===== src/rtl/gfg_spi_register_slave_if.sv =====
// gfg_spi_register_slave_if: SPI pins and register-file port of the SPI register slave
//   i_spi_clk/i_spi_mosi/i_spi_ss_n : SPI master to slave (mode 3, MSB first)
//   o_spi_miso                      : SPI slave to master
//   o_reg_addr/o_reg_write_data/o_reg_write_en : register RAM write port, addr also drives the read port
//   i_reg_read_data                 : register RAM read data, 1 cycle after o_reg_addr
//   slave modport for the register slave, master modport for the SPI master / RAM side
interface gfg_spi_register_slave_if #(
   parameter int NUM_REGISTERS  = 32,
   parameter int REGISTER_WIDTH = 32
);
   localparam int AW = $clog2(NUM_REGISTERS);
   logic                      i_spi_clk;
   logic                      i_spi_mosi;
   logic                      i_spi_ss_n;
   logic                      o_spi_miso;
   logic [AW-1:0]             o_reg_addr;
   logic [REGISTER_WIDTH-1:0] o_reg_write_data;
   logic                      o_reg_write_en;
   logic [REGISTER_WIDTH-1:0] i_reg_read_data;
   modport slave (
      input  i_spi_clk, i_spi_mosi, i_spi_ss_n, i_reg_read_data,
      output o_spi_miso, o_reg_addr, o_reg_write_data, o_reg_write_en
   );
   modport master (
      output i_spi_clk, i_spi_mosi, i_spi_ss_n, i_reg_read_data,
      input  o_spi_miso, o_reg_addr, o_reg_write_data, o_reg_write_en
   );
endinterface


===== src/rtl/gfg_spi_register_slave.sv =====
// gfg_spi_register_slave: SPI mode-3 slave giving read/write access to a register bank
//   i_sys_clk : system clock, rising edge
//   i_srst_n  : asynchronous active-low reset
//   bus       : SPI pins and register-file port (slave modport)
module gfg_spi_register_slave #(
   parameter int NUM_REGISTERS  = 32,
   parameter int REGISTER_WIDTH = 32
) (
   input logic                     i_sys_clk,
   input logic                     i_srst_n,
   gfg_spi_register_slave_if.slave bus
);
   localparam int AW = $clog2(NUM_REGISTERS);
   localparam int RW = REGISTER_WIDTH;
   localparam int CW = $clog2(RW + 1);
   typedef enum logic [1:0] {IDLE, CMD, WRITE_DATA, READ_DATA} state_t;
   state_t        state, state_n;
   logic [1:0]    sclk_s, mosi_s, ss_s, cap, cap_n;
   logic          sclk_d, armed, armed_n, rise, fall, ss_hi, ld;
   logic          we, we_n, miso, miso_n;
   logic [CW-1:0] shift_register_tracker, cnt_n;
   logic [RW-1:0] spi_mosi_shift_register, sr_n, sh, tx, tx_n, wd, wd_n;
   logic [AW-1:0] addr, addr_n;

   assign rise  = sclk_s[1] & ~sclk_d;
   assign fall  = ~sclk_s[1] & sclk_d;
   assign ss_hi = ss_s[1];
   assign sh    = {spi_mosi_shift_register[RW-2:0], mosi_s[1]};

   assign bus.o_reg_addr       = addr;
   assign bus.o_reg_write_data = wd;
   assign bus.o_reg_write_en   = we;
   assign bus.o_spi_miso       = miso;

   always_ff @(posedge i_sys_clk or negedge i_srst_n)
      if (!i_srst_n) begin
         sclk_s                  <= '0;
         mosi_s                  <= '0;
         ss_s                    <= '0;
         sclk_d                  <= 1'b0;
         armed                   <= 1'b0;
         state                   <= IDLE;
         shift_register_tracker  <= '0;
         spi_mosi_shift_register <= '0;
         tx                      <= '0;
         wd                      <= '0;
         we                      <= 1'b0;
         addr                    <= '0;
         miso                    <= 1'b0;
         cap                     <= '0;
      end else begin
         sclk_s                  <= {sclk_s[0], bus.i_spi_clk};
         mosi_s                  <= {mosi_s[0], bus.i_spi_mosi};
         ss_s                    <= {ss_s[0], bus.i_spi_ss_n};
         sclk_d                  <= sclk_s[1];
         armed                   <= armed_n;
         state                   <= state_n;
         shift_register_tracker  <= cnt_n;
         spi_mosi_shift_register <= sr_n;
         tx                      <= tx_n;
         wd                      <= wd_n;
         we                      <= we_n;
         addr                    <= addr_n;
         miso                    <= miso_n;
         cap                     <= cap_n;
      end

   // armed blocks any activity after reset until slave select has been seen high,
   // so a selection already in progress at reset release is ignored.
   // cap delays the read-data capture until the RAM output reflects the new address.
   always_comb begin
      state_n = state;
      cnt_n   = shift_register_tracker;
      sr_n    = spi_mosi_shift_register;
      addr_n  = addr;
      wd_n    = wd;
      we_n    = 1'b0;
      ld      = 1'b0;
      miso_n  = miso;
      armed_n = armed | ss_hi;
      tx_n    = cap[1] ? bus.i_reg_read_data : tx;
      if (ss_hi) begin
         if (shift_register_tracker[2:0] != 3'd0) begin
            state_n = IDLE;
            cnt_n   = '0;
         end
      end else if (armed) begin
         case (state)
            IDLE: if (rise | fall) begin
               state_n = CMD;
               cnt_n   = CW'(rise);
               sr_n    = rise ? sh : spi_mosi_shift_register;
            end
            CMD: if (rise) begin
               sr_n  = sh;
               cnt_n = shift_register_tracker + CW'(1);
               if (shift_register_tracker == CW'(7)) begin
                  cnt_n   = '0;
                  ld      = sh[7] ^ sh[6];
                  state_n = sh[7:6] == 2'b10 ? WRITE_DATA : sh[7:6] == 2'b01 ? READ_DATA : IDLE;
                  addr_n  = ld ? sh[AW-1:0] : addr;
               end
            end
            WRITE_DATA: if (rise) begin
               sr_n  = sh;
               cnt_n = shift_register_tracker + CW'(1);
               if (shift_register_tracker == CW'(RW - 1)) begin
                  cnt_n   = '0;
                  state_n = IDLE;
                  wd_n    = sh;
                  we_n    = 1'b1;
               end
            end
            default: if (rise) begin
               cnt_n = shift_register_tracker + CW'(1);
               if (shift_register_tracker == CW'(RW - 1)) begin
                  cnt_n   = '0;
                  state_n = IDLE;
               end
            end else if (fall) begin
               miso_n = tx[RW-1];
               tx_n   = {tx[RW-2:0], 1'b0};
            end
         endcase
      end
      cap_n = {cap[0], ld & (state_n == READ_DATA)};
      if (state_n != READ_DATA) miso_n = 1'b0;
   end
endmodule


===== src/flat_wrapper.sv =====
// flat-port wrapper written by rule: the top's interface ports become plain ports
module gfg_spi_register_slave_flat 
#(
   parameter int NUM_REGISTERS  = 32,
   parameter int REGISTER_WIDTH = 32
)
  (i_sys_clk, i_srst_n, bus_i_spi_clk, bus_i_spi_mosi, bus_i_spi_ss_n, bus_i_reg_read_data, bus_o_spi_miso, bus_o_reg_addr, bus_o_reg_write_data, bus_o_reg_write_en);
  gfg_spi_register_slave_if #(.NUM_REGISTERS(NUM_REGISTERS), .REGISTER_WIDTH(REGISTER_WIDTH)) bus_i ();
  input logic i_sys_clk;
  input logic i_srst_n;
  input wire logic [$bits(bus_i.i_spi_clk)-1:0] bus_i_spi_clk;
  input wire logic [$bits(bus_i.i_spi_mosi)-1:0] bus_i_spi_mosi;
  input wire logic [$bits(bus_i.i_spi_ss_n)-1:0] bus_i_spi_ss_n;
  input wire logic [$bits(bus_i.i_reg_read_data)-1:0] bus_i_reg_read_data;
  output wire logic [$bits(bus_i.o_spi_miso)-1:0] bus_o_spi_miso;
  output wire logic [$bits(bus_i.o_reg_addr)-1:0] bus_o_reg_addr;
  output wire logic [$bits(bus_i.o_reg_write_data)-1:0] bus_o_reg_write_data;
  output wire logic [$bits(bus_i.o_reg_write_en)-1:0] bus_o_reg_write_en;
  assign bus_i.i_spi_clk = bus_i_spi_clk;
  assign bus_i.i_spi_mosi = bus_i_spi_mosi;
  assign bus_i.i_spi_ss_n = bus_i_spi_ss_n;
  assign bus_i.i_reg_read_data = bus_i_reg_read_data;
  assign bus_o_spi_miso = bus_i.o_spi_miso;
  assign bus_o_reg_addr = bus_i.o_reg_addr;
  assign bus_o_reg_write_data = bus_i.o_reg_write_data;
  assign bus_o_reg_write_en = bus_i.o_reg_write_en;
  gfg_spi_register_slave #(.NUM_REGISTERS(NUM_REGISTERS), .REGISTER_WIDTH(REGISTER_WIDTH)) u_core (.i_sys_clk(i_sys_clk), .i_srst_n(i_srst_n), .bus(bus_i));
endmodule

===== config.mk =====
export PLATFORM = sky130hd
export DESIGN_NAME = gfg_spi_register_slave_flat
export DESIGN_NICKNAME = d
export VERILOG_FILES = /design/src/rtl/gfg_spi_register_slave_if.sv /design/src/rtl/gfg_spi_register_slave.sv /design/src/flat_wrapper.sv
export SDC_FILE = /design/constraint.sdc
export NUM_CORES = 1
export LEC_CHECK = 0
export BUFFER_PORTS_ARGS = -buffer_cell sky130_fd_sc_hd__buf_2
export CORE_ASPECT_RATIO = 2
export CORE_UTILIZATION = 55
export CTS_CLUSTER_SIZE = 25
export DETAILED_ROUTE_END_ITERATION = 6
export GPL_TIMING_DRIVEN = 0
export HOLD_SLACK_MARGIN = 0.12
export PLACE_DENSITY = 0.82
export SLEW_MARGIN = 20
export SYNTH_ARGS = -nofsm -noshare
export SYNTH_HDL_FRONTEND = slang
export SYNTH_SLANG_ARGS = --single-unit

===== constraint.sdc =====
create_clock -name i_sys_clk -period 5.3 [get_ports i_sys_clk]
set_input_delay 0.265 -clock i_sys_clk [delete_from_list [all_inputs] [get_ports i_sys_clk]]
set_output_delay 0.265 -clock i_sys_clk [all_outputs]
set_load 0.01 [all_outputs]

==> results.py <==
metrics = {
    "yosys": {
        "synth_fa_ha_area_frac": 0.0125,
        "synth_edf_count": 0,
        "yosys.area.top_type_share": 0.601,
        "ys_seq_elements": 120,
        "synth-main-ff-cell": "dfrtp_1",
        "synthArstFlopShare": 1.00,
        "yosys.area.top_type": "dfrtp_1",
        "synth.most_common_cell": "dfrtp_1",
        "synth_compound_area_frac": 0.0559,
        "synthDistinctLibCells": 40,
        "synth_top_family_by_area": "multiplexers",
        "synthSimpleGateAreaFrac": 0.0777,
        "synthTopCellsByArea": "dfrtp_1, mux2_2, mux2i_1",
        "yosysWarnings": 0,
        "synth_mux_area_frac": 0.225,
        "synth-xor-area-share": 0,
        "syn_nets": 420,
        "syn-mean-instance-area_sq_um": 13.2,
        "yosysSeqAreaShare": 0.601,
        "synthTopCellsByCount": "dfrtp_1, mux2_2, nand2_1",
        "postSynthCellCount": 378,
        "synth_area_sq_um": 4990,
    },
    "cells_and_area": {
        "insertedDiodeCount": 0,
        "drive_gt1_frac": 0.380,
        "fin_nets": 519,
        "syn_to_final_growth_pct": 23.1,
    },
    "power_and_ir_drop": {
        "seqPwrFrac": 0.434,
        "switchingPower_uw": 545,
        "switching_share": 0.237,
        "intPower_mw": 1.75,
        "power.density_nw_per_um2": 374,
        "ir_drop_v": 0.000268,
        "finalPower_mw": 2.30,
        "power_frac_comb": 0.083,
        "p_leak_nw": 2.91,
        "power_frac_clock": 0.483,
    },
    "critical_path": {
        "crit_type": "reg2reg",
        "path_cells": "ha_1, and2b_1, nand3_2, nor3_4, buf_4, mux2_2",
        "path_delay_family": "simple AND/OR/NAND/NOR gates",
        "crit_path_start_kind": "flop",
        "setup.worst_path.end_class": "flop",
        "worst-path-stages": 6,
        "critPathBufInv": 1,
        "worst_path_largest_cell_delay_ns": 0.43,
        "required_ns": 5.59,
        "r2r_start": "u_core.shift_register_tracker[0]",
        "critPathLaunch": "u_core.shift_register_tracker[0]",
        "cp_slowest_cell": "dfrtp_1",
        "crit_fanout": 10,
        "worstPathArrival_ns": 2.60,
        "reg2reg_depth": 6,
    },
    "clocking": {
        "clkTransAtPathRegs_ns": 0.05,
        "postCtsSetupBuffers": 0,
        "clockBufferDepth": 2,
        "htreeDepth": 4,
        "cts-resized-gates": 0,
        "insertion_delay_ns": 0.41,
        "cts-buffers-inserted": 17,
        "cts_root_buf": "clkbuf_16",
        "cts_tree": "done",
        "cts.sinks": 120,
    },
    "global_route": {
        "grt_pass1_vias": 3474,
        "grt_overflow": 0,
        "grt_pass1_wl_microns": 16000,
        "antenna_found_initial": 0,
        "grt_max_degree": 73,
        "track_usage": 0.217,
    },
    "floorplanning": {
        "die-height_microns": 137,
        "die-area_sq_um": 9490,
        "die_w_microns": 69.4,
        "rows": 48,
        "core_area_sq_um": 8710,
        "start_util": 0.573,
        "ios": 76,
    },
    "timing": {
        "slew_headroom": 0.548,
        "timing.fmax_mhz": 432,
        "skew_ns": 0.0116,
        "finalCritPeriodShare": 0.437,
        "holdWs_ns": 0.134,
        "fin_crit_ns": 2.32,
        "hold_violations": 0,
        "rsz0062_at_grt": "false",
        "finalSetupTns_ns": 0,
        "setup_viol_count_final": 0,
        "slew_violations": 0,
        "max_slew.worst_pin.slew_ns": 0.679,
    },
    "min_path": {
        "min_from": "bus_i_reg_read_data[0]",
        "whs_path_depth": 3,
        "hp-class": "in2reg",
    },
    "run": {
        "drv_cap": 0,
    },
    "route": {
        "num_vias": 3203,
        "drtIter0Drc": 159,
        "wl_per_cell_microns": 15.9,
        "via_per_inst": 5.44,
        "wl_microns": 9350,
        "first_pass_iters": 4,
        "drc_errors": 0,
        "ant_nets": 0,
    },
    "placement": {
        "dp.final_hpwl_microns": 6630,
        "gp_congestion": 0.841,
        "io_buffers": 75,
    },
    "status": {
        "status": "finished clean",
    },
}
cell usage in the layout, fill, tap and decap left out, drive strengths merged, types with 2 or more instances in the layout:
master       count
a211oi           3
a31oi            2
a32o             2
buf             87
bufinv           2
clkbuf          29
clkinv           5
clkinvlp         3
dfrtp          120
dlygate4sd3      4
ha               5
inv              9
mux2            68
mux2i           34
nand2           37
nand2b           3
nand3            9
nand4b           3
nor2            10
nor3             3
o21a             2
o21ai           33
or2              2
worst reg2reg max path, delay by kind of cell (launching register included):
kind                       cells  cell delay (ns)
adders and majority gates      1             0.24
buffers and inverters          1             0.27
DFF                            1             0.43
muxes                          1             0.36
and+or+nand+nor                3             0.89
worst paths after layout:
kind                       slack (ns)                         endpoint
max reg2reg                      2.98  u_core.bus.o_reg_write_data[24]
min reg2reg                      0.35                 u_core.mosi_s[1]
min in group asynchronous        0.35                     u_core.tx[5]
max in group asynchronous        4.24                    u_core.tx[24]
min                              0.13                     u_core.tx[0]
max                              2.98  u_core.bus.o_reg_write_data[24]
through the flow:
stage	std cells	instance area [sq um]	utilization	setup WS, ns
finish	589	6150	0.706	2.98
global route	589	6150	0.706	2.83
CTS	589	6150	0.706	2.95
detailed placement	554	5530	0.635	2.96
global placement	553	5490	0.631	2.60
floorplan	378	4990	-	3.40
cell families (layout without fill, tap and decap cells):
group                    after synthesis  in the layout
flip-flops                           120            120
multiplexers                         102            102
AND/OR/NAND/NOR                       75             75
AO/OA/AOI/OAI                         48             48
buffers and inverters                 28            139
adder cells (fa/ha/maj)                5              5
flip-flops by register name, indices dropped and copies added (netlist names):
| name | count |
|---|---|
| u_core.bus.o_reg_write_data | 32 |
| u_core.tx | 32 |
| u_core.spi_mosi_shift_register | 31 |
| u_core.shift_register_tracker | 6 |
| u_core.bus.o_reg_addr | 5 |
| u_core.cap | 2 |
| u_core.mosi_s | 2 |
| u_core.sclk_s | 2 |
| u_core.ss_s | 2 |
| u_core.state | 2 |
| u_core.armed | 1 |
| u_core.bus.o_reg_write_en | 1 |
| u_core.bus.o_spi_miso | 1 |
| u_core.sclk_d | 1 |
power by group through the flow:
stage	Clock [mW]	Combinational, mW	Sequential (mW)
floorplan	0	0.125	0.998
global placement	0	0.182	1.01
detailed placement	0	0.191	1.01
CTS	1.14	0.194	0.997
global route	1.17	0.215	1.00
finish	1.11	0.191	0.997
layout make-up:
type	count	area, sq um
plain buffers	20	106
clock buffers	20	457
clock inverters	11	124
fillers	594	2560
inverters	8	30.0
multi-input cells	230	1850
flip-flops and latches	120	3000
well taps	100	125
repair buffers	80	449
routing by layer:
| metal | routed length [microns] | up-vias | track usage |
|---|---|---|---|
| met4 | 191 | 0 | 0.105 |
| met1 | 3580 | 1560 | 0.230 |
| met5 | 0 | - | 0 |
| met3 | 381 | 18 | 0.0501 |
| li1 | - | 1537 | - |
| met2 | 5190 | 88 | 0.399 |
repair_timing:
item,4_1_cts,5_1_grt
hold buffers,4,0
hold endpoints to repair,51,0
setup endpoints to repair,0,0
Note: power is estimated with default switching activity, not from simulation.
